### config.mk
export PLATFORM = sky130hd
export DESIGN_NAME = dp_tap_ctrl
export DESIGN_NICKNAME = d
export VERILOG_FILES = /design/src/rtl/dp_tap_ctrl.sv
export SDC_FILE = /design/constraint.sdc
export NUM_CORES = 1
export LEC_CHECK = 0
export CORE_ASPECT_RATIO = 1.4
export CORE_UTILIZATION = 51
export DETAILED_ROUTE_END_ITERATION = 10
export PLACE_DENSITY = 0.77
export RECOVER_POWER = 50
export SLEW_MARGIN = 20
export SYNTH_ARGS = -nofsm -noshare
export SYNTH_HDL_FRONTEND = slang
export SYNTH_SLANG_ARGS = --single-unit
### constraint.sdc
create_clock -name iclk -period 1.71 [get_ports iclk]
set_input_delay 0.342 -clock iclk [delete_from_list [all_inputs] [get_ports iclk]]
set_output_delay 0.342 -clock iclk [all_outputs]
set_load 0.01 [all_outputs]
### src/rtl/dp_tap_ctrl.sv
// dp_tap_ctrl: JTAG TAP controller for the debug boundary-scan chain.
// All JTAG pins are oversampled in the iclk domain; the FSM steps on detected TCK edges.
module dp_tap_ctrl #(
   parameter int unsigned     IR_W        = 4,
   parameter int unsigned     SYNC_STAGES = 2,
   parameter logic [IR_W-1:0] EXTEST_OP   = '0,
   parameter logic [IR_W-1:0] SAMPLE_OP   = IR_W'(1)
) (
   input  logic            iclk,
   input  logic            iresetn,
   input  logic            tck,
   input  logic            tms,
   input  logic            tdi,
   input  logic            trstn,
   output logic            tdo,
   output logic            tdo_en,
   output logic            bsr_sdi,
   input  logic            bsr_sdo,
   output logic            mode,
   output logic            shift_dr,
   output logic            clk_dr,
   output logic            update_dr,
   output logic [IR_W-1:0] ir_out,
   output logic [3:0]      tap_state
);

   typedef enum logic [3:0] {
      TLR     = 4'hF,
      RTI     = 4'hC,
      SELDR   = 4'h7,
      CAPDR   = 4'h6,
      SHDR    = 4'h2,
      EX1DR   = 4'h1,
      PAUSEDR = 4'h3,
      EX2DR   = 4'h0,
      UPDDR   = 4'h5,
      SELIR   = 4'h4,
      CAPIR   = 4'hE,
      SHIR    = 4'hA,
      EX1IR   = 4'h9,
      PAUSEIR = 4'hB,
      EX2IR   = 4'h8,
      UPDIR   = 4'hD
   } tap_state_t;

   logic [SYNC_STAGES-1:0] tck_sy;
   logic [SYNC_STAGES-1:0] tms_sy;
   logic [SYNC_STAGES-1:0] tdi_sy;
   logic [SYNC_STAGES-1:0] trstn_sy;
   logic                   tck_d;
   logic                   tck_s;
   logic                   tms_s;
   logic                   tdi_s;
   logic                   trstn_s;
   logic                   tck_rise;
   logic                   tck_fall;

   tap_state_t             state;
   tap_state_t             nxt;
   logic [IR_W-1:0]        ir_sh;
   logic [IR_W-1:0]        ir_nxt;
   logic                   bypass;
   logic                   bsr_sel;

   assign tck_s    = tck_sy[SYNC_STAGES-1];
   assign tms_s    = tms_sy[SYNC_STAGES-1];
   assign tdi_s    = tdi_sy[SYNC_STAGES-1];
   assign trstn_s  = trstn_sy[SYNC_STAGES-1];
   assign tck_rise = tck_s & ~tck_d;
   assign tck_fall = ~tck_s & tck_d;

   assign bsr_sel   = (ir_out == EXTEST_OP) | (ir_out == SAMPLE_OP);
   assign bsr_sdi   = tdi_s;
   assign tap_state = state;

   // Bring the asynchronous JTAG pins into iclk and keep last TCK for edge detect
   always_ff @(posedge iclk or negedge iresetn) begin
      if (!iresetn) begin
         tck_sy   <= '0;
         tms_sy   <= '0;
         tdi_sy   <= '0;
         trstn_sy <= '1;
         tck_d    <= 1'b0;
      end else begin
         tck_sy   <= {tck_sy[SYNC_STAGES-2:0], tck};
         tms_sy   <= {tms_sy[SYNC_STAGES-2:0], tms};
         tdi_sy   <= {tdi_sy[SYNC_STAGES-2:0], tdi};
         trstn_sy <= {trstn_sy[SYNC_STAGES-2:0], trstn};
         tck_d    <= tck_s;
      end
   end

   // 1149.1 next-state function, evaluated against the synchronised TMS
   always_comb begin
      nxt = TLR;
      case (state)
         TLR:     nxt = tms_s ? TLR   : RTI;
         RTI:     nxt = tms_s ? SELDR : RTI;
         SELDR:   nxt = tms_s ? SELIR : CAPDR;
         CAPDR:   nxt = tms_s ? EX1DR : SHDR;
         SHDR:    nxt = tms_s ? EX1DR : SHDR;
         EX1DR:   nxt = tms_s ? UPDDR : PAUSEDR;
         PAUSEDR: nxt = tms_s ? EX2DR : PAUSEDR;
         EX2DR:   nxt = tms_s ? UPDDR : SHDR;
         UPDDR:   nxt = tms_s ? SELDR : RTI;
         SELIR:   nxt = tms_s ? TLR   : CAPIR;
         CAPIR:   nxt = tms_s ? EX1IR : SHIR;
         SHIR:    nxt = tms_s ? EX1IR : SHIR;
         EX1IR:   nxt = tms_s ? UPDIR : PAUSEIR;
         PAUSEIR: nxt = tms_s ? EX2IR : PAUSEIR;
         EX2IR:   nxt = tms_s ? UPDIR : SHIR;
         UPDIR:   nxt = tms_s ? SELDR : RTI;
         default: nxt = TLR;
      endcase
   end

   // Next instruction: BYPASS on test reset or TLR entry, else load on Update-IR
   always_comb begin
      ir_nxt = ir_out;
      if (!trstn_s)
         ir_nxt = '1;
      else if (tck_rise && nxt == TLR)
         ir_nxt = '1;
      else if (tck_fall && state == UPDIR)
         ir_nxt = ir_sh;
   end

   // TAP state, IR/bypass shifting, TDO launch and scan-cell strobes
   always_ff @(posedge iclk or negedge iresetn) begin
      if (!iresetn) begin
         state     <= TLR;
         ir_out    <= '1;
         mode      <= 1'b0;
         ir_sh     <= '1;
         bypass    <= 1'b0;
         tdo       <= 1'b0;
         tdo_en    <= 1'b0;
         shift_dr  <= 1'b0;
         clk_dr    <= 1'b0;
         update_dr <= 1'b0;
      end else begin
         ir_out    <= ir_nxt;
         mode      <= (ir_nxt == EXTEST_OP);
         shift_dr  <= bsr_sel & (state == SHDR);
         clk_dr    <= tck_rise & bsr_sel &
                      ((state == CAPDR) | (state == SHDR));
         update_dr <= tck_fall & bsr_sel & (state == UPDDR);
         if (!trstn_s) begin
            state  <= TLR;
            tdo    <= 1'b0;
            tdo_en <= 1'b0;
         end else begin
            if (tck_rise) begin
               state <= nxt;
               if (state == CAPIR)
                  ir_sh <= {{(IR_W-2){1'b1}}, 2'b01};
               else if (state == SHIR)
                  ir_sh <= {tdi_s, ir_sh[IR_W-1:1]};
               if (state == CAPDR)
                  bypass <= 1'b0;
               else if (state == SHDR)
                  bypass <= tdi_s;
            end
            if (tck_fall) begin
               if (state == SHIR) begin
                  tdo    <= ir_sh[0];
                  tdo_en <= 1'b1;
               end else if (state == SHDR) begin
                  tdo    <= bsr_sel ? bsr_sdo : bypass;
                  tdo_en <= 1'b1;
               end else begin
                  tdo    <= 1'b0;
                  tdo_en <= 1'b0;
               end
            end
         end
      end
   end

endmodule

Word-level counts from Yosys, hierarchy flattened

Cells that the tools add are included.

Output and inout bits: 15
Logic and storage cells: 88
Flip-flop bits (word level): 28
Bits of input ports: 7

Equality and inequality tests: 19
Muxes and demuxes: 31
Reductions and logical operators: 12
Bitwise logic cells: 11

Operator list:

| operator           | count |
|---|---|
| $pmux 4 s12        | 1 |
| $eq 4x4->1 const B | 9 |
| $mux 4             | 8 |
| $eq 4x3->1 const B | 4 |
| $logic_not 4->1    | 3 |
| $mux 1             | 12 |
| $mux 2             | 6 |
| $mux 3             | 4 |
| $eq 4x1->1 const B | 2 |
| $eq 4x2->1 const B | 2 |
| $and 1x1->1        | 7 |
| $reduce_and 3->1   | 2 |
| $ne 2x1->1 const B | 2 |
| $reduce_bool 2->1  | 2 |
| $reduce_or 2->1    | 2 |
| $reduce_or 3->1    | 1 |
| $logic_and 1x1->1  | 2 |
| $not 1->1          | 2 |
| $or 1x1->1         | 2 |

Logic depth before layout (Yosys ltp)

Depth after elaboration: 8
Gate-level depth with buffers: 5
Mapped depth without buffers: 3

Least setup slack after synthesis

OpenSTA, ideal clock, no wires.

Path type: register to register
Start: register state[1], in the netlist tap_state[1]
End: register tdo
Required time: 1.618 ns
Library setup time: 0.092 ns
Data arrival time: 1.299 ns
Clock period less this slack: 1.391 ns
Cell stages (with the launch flop): 5
Path slack: 0.319 ns
Cells stage by stage: dfstp_2 -> buf_2 -> nor3b_1 -> o2111ai_1 -> o31ai_2

Cells in the longest elaborated chain, start to end: 5

RTL lines:

| item                   | line | RTL |
|---|---|---|
| from (decl)            | 58   | `tap_state_t state;` |
| from (signal assigned) | 154  | `state <= nxt;` |
| $eq 4x2->1             | 168  | `end else if (state == SHDR) begin` |
| $mux 1                 | 168  |  |
| $mux 1 (*)             | 165  | `if (state == SHIR) begin` |
| $mux 1 (*)             | 164  | `if (tck_fall) begin` |
| $mux 1 (*)             | 148  | `if (!trstn_s) begin` |
| to (signal assigned)   | 166  | `tdo <= ir_sh[0];` |
| to (signal assigned)   | 169  | `tdo <= bsr_sel ? bsr_sdo : bypass;` |
| to (decl)              | 15   | `output logic tdo,` |

Every way passes the cells marked *; elsewhere a longest branch is shown, timed or not. The select of a mux whose other input is x is not followed.
A chain may end at the register's enable or synchronous reset.

Worst setup path after layout

Start: register tdi_sy[1]
End: output port bsr_sdi

RTL lines:

| item                   | line | RTL |
|---|---|---|
| from (decl)            | 48   | `logic [SYNC_STAGES-1:0] tdi_sy;` |
| from (signal assigned) | 87   | `tdi_sy <= {tdi_sy[SYNC_STAGES-2:0], tdi};` |
| to (decl)              | 17   | `output logic bsr_sdi,` |

No word-level cell between the ends.

==> summary by stage <==
Outcome
The flow ran to the end, and the final reports show no timing, DRC or antenna violations.

Placed design
The congestion estimate from routability-driven global placement came to 0.766. The minimum setup slack after placement is 0.151 ns. The placed wire-length estimate is 1.73 mm. In this run the tool buffered the top-level ports with 21 buffer cells.

Clock tree
The number of buffers added by the clock tree synthesis step is 3. Hold repair after CTS inserted 0 buffers. Counting along the longest clock path gives a buffer depth of 2. The number of H-tree levels is 1. After clock tree synthesis, the clock-pin slew on the worst setup and hold paths is 0.14 ns. The buffer cell driving the clock tree root is sky130_fd_sc_hd__clkbuf_4. For the worst-skew pair, the clock arrives at the later sink with an insertion delay of 0.33 ns.

Clock tree synthesis found a total of 28 sinks. TritonCTS built the clock tree.

Timing
Setup violations remaining at the end of the flow were counted as 0. Setup repair after global routing left no endpoint under its margin. At the pin with the least slew margin, the transition time is 0.646 ns. Dividing the final minimum period by the clock period gives 0.951. The clock arrives with 0.00637 ns of skew. For this run, the top clock speed supported by timing is 615 MHz. Setup slack closes at 0.0843 ns.

The final critical delay including setup and external delays is 1.63 ns. The total count of max-transition violations in the final report is 0. The total negative slack for setup checks is 0 ns. Headroom to the max-slew limit came out at 0.570. The number of hold violations in the final report is 0.

Die
The site row count is 21. From left edge to right edge, the die measures 44.3 um. In this run the count of I/O pins placed on the die edge is 22. For this configuration, the core starts out at a cell density of 0.535. The die is 61.2 um tall. The die footprint is 2710 um^2.

The floorplan step defined a core boundary enclosing 2390 um^2.

Critical path
In this run the worst path has a maximum fanout of 3. The sort of element at the start of the critical path is a flip-flop. For the worst setup path, the data arrival time is 1.28 ns. For this run, the slowest stage of the critical path takes 0.55 ns. The slowest library cell on the worst path is sky130_fd_sc_hd__clkdlybuf4s50_1. The type of destination of the critical path is an output port. Walking the worst path, the cells encountered are clkdlybuf4s50_1. The number of buffer and inverter stages on the critical path is 1. The top cell family by delay on the critical path is buffers and inverters. STA puts the critical path data required time at 1.37 ns.

The critical path is of the reg -> out type.

Logic synthesis
The share of the Yosys chip area taken by registers is 0.562. The netlist uses 36 different library cells. The number of nets in the synthesized netlist is 122.

The number of flops mapped to enable cells by yosys is 0. The average cell area after synthesis is 11.1 um^2. The share of synthesized registers carrying an async set or reset is 1.00. The synthesized netlist cell count is 115. The flip-flop cell with the highest count after synthesis is sky130_fd_sc_hd__dfstp_2.

After synthesis the cells add up to 1280 um^2. Counting flops and latches in the post-synthesis netlist gives 28. For this run, the number of Yosys warnings is 0.

GRT
The total routing resource utilization after global routing is 0.200. The maximum number of pins on one net before global-route repair is 29. The via count of the first global-routing pass came to 946. The first global-routing pass estimated 4.00 mm of wire. The initial antenna violation count is 0. The final global-route overflow total is 0.

Routing
For this block, the initial DRC count from the detailed router was 12. The total wire length after detailed routing is 2.47 mm. The first detailed-routing pass took 4 iterations. For this run, design rule violations remaining after detail routing come to 0. After detailed routing, the average wire length per cell comes to 14.1 um. Detailed routing inserted a total of 980 vias. After detailed routing, the number of vias per cell comes to 5.60. The remaining antenna violation count after routing is 0.

Cells and area
In the final design database the tool counted 149 nets. The area added between synthesis and finish is 24.1%. The repair_antennas step left the layout with diodes totalling 0. The ratio of cells with drive above 1 in the final layout is 0.220. The share of the core filled with cells in the final layout is 0.664.

Power and ir drop
For this design the ratio of total power to cell area is 792 nW/um^2. The reported leakage power is 0.000648 uW. VDD sags by at most 499 uV.

Job
The tool flagged a number of max-cap violations equal to 0.

Worst hold path
The worst hold-check path type is reg -> reg.
==> registers in the layout, summed over array words and instances (netlist names) <==
| name | cells |
|---|---|
| bypass | 1 |
| clk_dr | 1 |
| ir_out | 4 |
| ir_sh | 4 |
| mode | 1 |
| shift_dr | 1 |
| tap_state | 4 |
| tck_d | 1 |
| tck_sy | 2 |
| tdi_sy | 2 |
| tdo | 1 |
| tdo_en | 1 |
| tms_sy | 2 |
| trstn_sy | 2 |
| update_dr | 1 |
==> power breakdown <==
group,total (uW),switching [uW],internal [uW]
combinational,173,94.5,78.3
sequential,763,37.5,725
clock,321,190,130
total,1260,322,934
==> cells by family (layout without fill, tap and decap cells) <==
| family | after synthesis | in the layout | share of synthesized area |
|---|---|---|---|
| and+or+nand+nor | 44 | 44 | 0.212 |
| DFF | 28 | 28 | 0.562 |
| AOI/OAI and AO/OA | 24 | 24 | 0.131 |
| buffers and inverters | 13 | 39 | 0.0460 |
| muxes | 6 | 6 | 0.0489 |
==> layout by cell type (no fill, tap or decap), drive strengths merged, types with 4 or more instances in the layout <==
master | Yosys | layout
buf | 6 | 9
a21boi | 4 | 4
nand4 | 6 | 6
nand2 | 7 | 7
dfrtp | 14 | 14
mux2i | 4 | 4
clkdlybuf4s50 | 0 | 8
inv | 4 | 4
nand3 | 5 | 5
clkbuf | 3 | 5
a21oi | 4 | 4
nor2 | 5 | 5
nor3 | 5 | 5
dlygate4sd3 | 0 | 5
o21ai | 8 | 8
dlygate4sd2 | 0 | 8
dfstp | 14 | 14
==> repair_timing <==
action	in CTS	in global routing
endpoints found under the setup margin	8	0
setup buffers	4	0
gates resized for setup	8	0
==> cells in the mapped netlist (all sizes together) (2+ instances only) <==
master | count | area [um^2]
nor2 | 5 | 18.8
nand3 | 5 | 25.0
mux2 | 2 | 22.5
nand4 | 6 | 52.6
nand4b | 2 | 17.5
nand2b | 2 | 12.5
o211ai | 2 | 15.0
dfstp | 14 | 368
o2111ai | 3 | 32.5
buf | 6 | 32.5
nor3b | 3 | 22.5
a21boi | 4 | 30.0
nor3 | 5 | 25.0
nand2 | 7 | 26.3
mux2i | 4 | 40.0
o21ai | 8 | 40.0
nor2b | 2 | 12.5
dfrtp | 14 | 350
clkbuf | 3 | 11.3
inv | 4 | 15.0
a21oi | 4 | 20.0
==> cell type report <==
| class | instances | area [um^2] |
|---|---|---|
| fill | 190 | 805 |
| sequential | 28 | 718 |
| multi-input combinational | 74 | 502 |
| timing repair buffer | 31 | 273 |
| tap | 34 | 42.5 |
| clock buffer | 4 | 36.3 |
| inverter | 4 | 15.0 |
==> stage by stage <==
stage	instances	power, uW	instance area [um^2]	hold WS (ns)
after floorplan	115	866	1280	0.0464
after global placement	167	939	1530	0.339
after detailed placement	167	948	1530	0.338
after CTS	175	1270	1590	0.363
after global routing	175	1310	1590	0.375
final	175	1260	1590	0.367
==> final timing paths <==
kind	startpoint	endpoint	slack [ns]	cells after the start
setup / recovery	tdi_sy[1]	bsr_sdi	0.08	1
hold / removal	trstn_sy[0]	trstn_sy[1]	0.37	0
setup reg to reg	tap_state[1]	tdo	0.16	4
hold reg to reg	trstn_sy[0]	trstn_sy[1]	0.37	0
max in group asynchronous	iresetn	tdi_sy[0]	0.75	2
min in group asynchronous	iresetn	update_dr	0.54	2
==> routing by layer <==
metal	track usage	wire (um)
met5	0	0
met1	0.219	1060
met2	0.376	1290
met4	0.0952	38
met3	0.0235	76
Power figures use the tool's default switching activity.
